<file path="src/rtl/hdb_encoder.sv">
// AMI / HDBn line encoder: ZRUN-deep symbol delay line with back-filled B00V substitution.
// Optional violation counter is compiled in with HDB_VIOL_CNT_EN; otherwise viol_cnt reads zero.
module hdb_encoder #(
  parameter int ZRUN = 4
) (
  input  logic        clk,
  input  logic        reset,
  input  logic        data,
  input  logic        data_en,
  input  logic        mode,
  output logic        P,
  output logic        N,
  output logic [15:0] viol_cnt
);

  localparam int ZW = $clog2(ZRUN);
  localparam logic [ZW-1:0] ZC_MAX = ZW'(ZRUN - 1);

  typedef enum logic [1:0] {
    SYM_ZERO = 2'd0,
    SYM_MARK = 2'd1,
    SYM_B    = 2'd2,
    SYM_V    = 2'd3
  } sym_t;

  sym_t          d     [ZRUN];
  sym_t          d_nxt [ZRUN];
  logic [ZW-1:0] zc, zc_nxt;
  logic          par, par_nxt;
  logic          last_pol, last_pol_nxt;
  logic          p_nxt, n_nxt;
  logic          subst;

  assign subst = data_en && !data && mode && (zc == ZC_MAX);

  always_comb begin
    d_nxt        = d;
    zc_nxt       = zc;
    par_nxt      = par;
    last_pol_nxt = last_pol;
    p_nxt        = P;
    n_nxt        = N;
    if (data_en) begin
      // last_pol = 1 means the previous pulse went out on N
      case (d[0])
        SYM_MARK, SYM_B: begin
          p_nxt        = last_pol;
          n_nxt        = !last_pol;
          last_pol_nxt = !last_pol;
        end
        SYM_V: begin
          p_nxt = !last_pol;
          n_nxt = last_pol;
        end
        default: begin
          p_nxt = 1'b0;
          n_nxt = 1'b0;
        end
      endcase

      for (int i = 0; i < ZRUN - 1; i++) d_nxt[i] = d[i + 1];

      if (data) begin
        d_nxt[ZRUN-1] = SYM_MARK;
        par_nxt       = !par;
        zc_nxt        = '0;
      end else if (subst) begin
        // the slot about to be emitted holds the first zero of the run
        d_nxt[ZRUN-1] = SYM_V;
        if (!par) d_nxt[0] = SYM_B;
        zc_nxt  = '0;
        par_nxt = 1'b0;
      end else begin
        d_nxt[ZRUN-1] = SYM_ZERO;
        if (zc != ZC_MAX) zc_nxt = zc + ZW'(1);
      end
    end
  end

  always_ff @(posedge clk or negedge reset) begin
    if (!reset) begin
      for (int i = 0; i < ZRUN; i++) d[i] <= SYM_ZERO;
      zc       <= '0;
      par      <= 1'b0;
      last_pol <= 1'b1;
      P        <= 1'b0;
      N        <= 1'b0;
    end else begin
      d        <= d_nxt;
      zc       <= zc_nxt;
      par      <= par_nxt;
      last_pol <= last_pol_nxt;
      P        <= p_nxt;
      N        <= n_nxt;
    end
  end

`ifdef HDB_VIOL_CNT_EN
  always_ff @(posedge clk or negedge reset) begin
    if (!reset) begin
      viol_cnt <= 16'h0000;
    end else if (subst && (viol_cnt != 16'hFFFF)) begin
      viol_cnt <= viol_cnt + 16'd1;
    end
  end
`else
  assign viol_cnt = 16'h0000;
`endif

endmodule

</file>
<file path="config.mk">
export PLATFORM = sky130hd
export DESIGN_NAME = hdb_encoder
export DESIGN_NICKNAME = d
export VERILOG_FILES = /design/src/rtl/hdb_encoder.sv
export SDC_FILE = /design/constraint.sdc
export NUM_CORES = 1
export LEC_CHECK = 0
export ABC_AREA = 1
export CORE_AREA = 2 2 43 45
export DETAILED_ROUTE_END_ITERATION = 8
export DIE_AREA = 0 0 45 47
export GPL_TIMING_DRIVEN = 0
export PLACE_DENSITY = 0.78
export SLEW_MARGIN = 20
export SYNTH_ARGS = -nofsm -noshare
export SYNTH_HDL_FRONTEND = slang
export SYNTH_SLANG_ARGS = --single-unit
</file>
<file path="constraint.sdc">
create_clock -name clk -period 2.65 [get_ports clk]
set_input_delay 0.3975 -clock clk [delete_from_list [all_inputs] [get_ports clk]]
set_output_delay 0.3975 -clock clk [all_outputs]
set_load 0.02 [all_outputs]
</file>
==> results_dict.tcl <==
set metrics [dict create \
    finalPower_mw 0.609 \
    hold_viol_final 0 \
    endpoint_kind "output port" \
    core_area_sq_mm 0.00165 \
    floorplan.die_area_sq_mm 0.00212 \
    initialDrtViolationCount 9 \
    syn_area_sq_um 749 \
    antenna_found_initial 0 \
    status "completed" \
    worst_path_max_delay_cell "clkdlybuf4s50_1" \
    gp_congestion 0.719 \
    cp.required_ps 2250 \
    nNetsFinal 121 \
    grt-ovfl-total 0 \
    clock_path_buffers 2 \
    peakVddDrop_mv 0.366 \
    vias 558 \
    timing_worst_setup_path_type "reg -> out" \
    postRouteAntennaNets 0 \
    cts_resized 0 \
    grt_pass1_wl_microns 1800 \
    synth_cell_types 19 \
    synth-seq-area-share 0.469 \
    worstMarginPinSlew_ps 612 \
    hold_class "in -> async" \
    period_share 0.616 \
    slew_headroom 0.591 \
    clk_pin_slew_ps 90 \
    syn_area_per_cell_sq_um 8.52 \
    setup_viol_count_final 0 \
    max_freq_mhz 612 \
    io_pins 23 \
    ys_warn_count 0 \
    dp_cells 126 \
    finalSetupTns_ps 0 \
    num_antenna_cells 0 \
    synthToLayoutAreaGrowth_pct 23.2 \
    grt_max_degree 15 \
    clock_skew_ps 4.21 \
    crit_fanout 2 \
    power_density_mw_per_mm2 660 \
    fin_util 0.559 \
    crit_family "buffers and inverters" \
    initial_core_util 0.454 \
    finalMaxSlewViolations 0 \
    cap_violations 0 \
    rsz0062_at_grt "false" \
    dpl_cell_area_sq_um 887 \
    route.detailed.drc 0 \
    gr-usage-all-layers 0.126 \
    cpPeakStageDelay_ps 600 \
    port-buffer-count 6 \
    cts_made_buffers 3 \
    ctsHoldBuffers 0 \
    root_buffer "clkbuf_4" \
    crit_path_start_kind "flip-flop" \
    fin_cells 130 \
    dp.final_hpwl_microns 917 \
    total_leakage_power_nw 0.519 \
    vias_per_cell 4.29 \
    cp.arrival_ps 1240 \
    synth-seq-cells 14 \
    route.detailed.wl_per_inst_microns 9.23 \
    drive_gt1_frac 0.239 \
    syn_inst 88 \
    die_y_microns 47 \
    crit_buf_inv 1 \
    htreeDepth 1 \
    clock_latency_ps 280 \
    die_w_microns 45 \
    first_global_vias 443 \
    rows 15 \
    routed_wl_microns 1200 \
    layout_min_cycle_time_ps 1630 \
    cts_tree "done" \
    dr.pass1.iters 4 \
    fin_area_sq_um 923 \
    crit_chain "clkdlybuf4s50_1" \
    layout.cells.most_common "nand2_1" \
    cts_setup_buffers 0 \
    fillers 159 \
    final_cell_mix "nand2_1 (21), buf_4 (17), conb_1 (16), dfrtp_1 (13)" \
    clock-sinks 14 \
]
==> synthesized netlist by cell type <==
cell type / instances / area share
nand3b_1: 1 / 0.010
nand4_1: 2 / 0.017
nand2_1: 21 / 0.11
o21ai_1: 5 / 0.033
a21oi_1: 1 / 0.0067
buf_2: 1 / 0.0067
o21ai_0: 2 / 0.013
dfstp_2: 1 / 0.035
inv_1: 6 / 0.030
conb_1: 1 / 0.0050
nor2_2: 1 / 0.0084
nor2_1: 5 / 0.025
inv_2: 1 / 0.0050
nand3_1: 6 / 0.040
buf_4: 17 / 0.17
ha_1: 2 / 0.033
nand3_2: 1 / 0.013
dfrtp_1: 13 / 0.43
nand2_2: 1 / 0.0084
==> kinds of logic after synthesis <==
kind of cell	after synthesis	share of synthesized area
other	1	0.00500
AND/OR/NAND/NOR	38	0.227
buffers and inverters	25	0.212
AO/OA/AOI/OAI	8	0.0534
adder cells (fa/ha/maj)	2	0.0334
flip-flops	14	0.469
==> area by class of cell <==
cell class	count	area (sq um)	share of cell area
Sequential cell	14	352	0.381
Multi-Input combinational cell	64	295	0.320
Buffer	18	133	0.144
Timing Repair Buffer	6	60.1	0.0650
Clock buffer	4	36.3	0.0393
Inverter	7	26.3	0.0285
Tap cell	17	21.3	0.0230
==> per-layer routing <==
| metal | global-route usage | vias to the layer above | wire (microns) |
|---|---|---|---|
| met5 | 0 | - | 0 |
| met2 | 0.203 | 15 | 599 |
| li1 | - | 296 | - |
| met4 | 0.0529 | 0 | 11 |
| met1 | 0.139 | 245 | 508 |
| met3 | 0.0692 | 2 | 80 |
==> sequential cells by signal (all words and copies together), names as in the netlist <==
name	cells
N	1
zc	2
P	1
par	1
last_pol	1
d	8
==> final timing paths <==
path	start	to	slack (ps)	depth (start not counted)
max	P	P	1020	1
min	reset	P	490	1
max reg2reg	zc[0]	zc[0]	1480	7
min reg2reg	par	par	490	1
max in group asynchronous	reset	zc[1]	1760	1
min in group clk	par	par	490	1
==> through the flow <==
stage	setup slack (ps)	hold slack, ps
floorplan	1590	102
finish	1020	486
global placement	1190	463
global route	967	513
detailed placement	1170	467
CTS	1000	486
==> power breakdown <==
group	total (mW)	internal (mW)	switching, mW	leakage (nW)
logic	0.170	0.0757	0.0939	0.319
clock network	0.153	0.0836	0.0694	0.0210
registers	0.287	0.260	0.0271	0.178
total	0.609	0.419	0.190	0.519
Power figures use the tool's default switching activity.
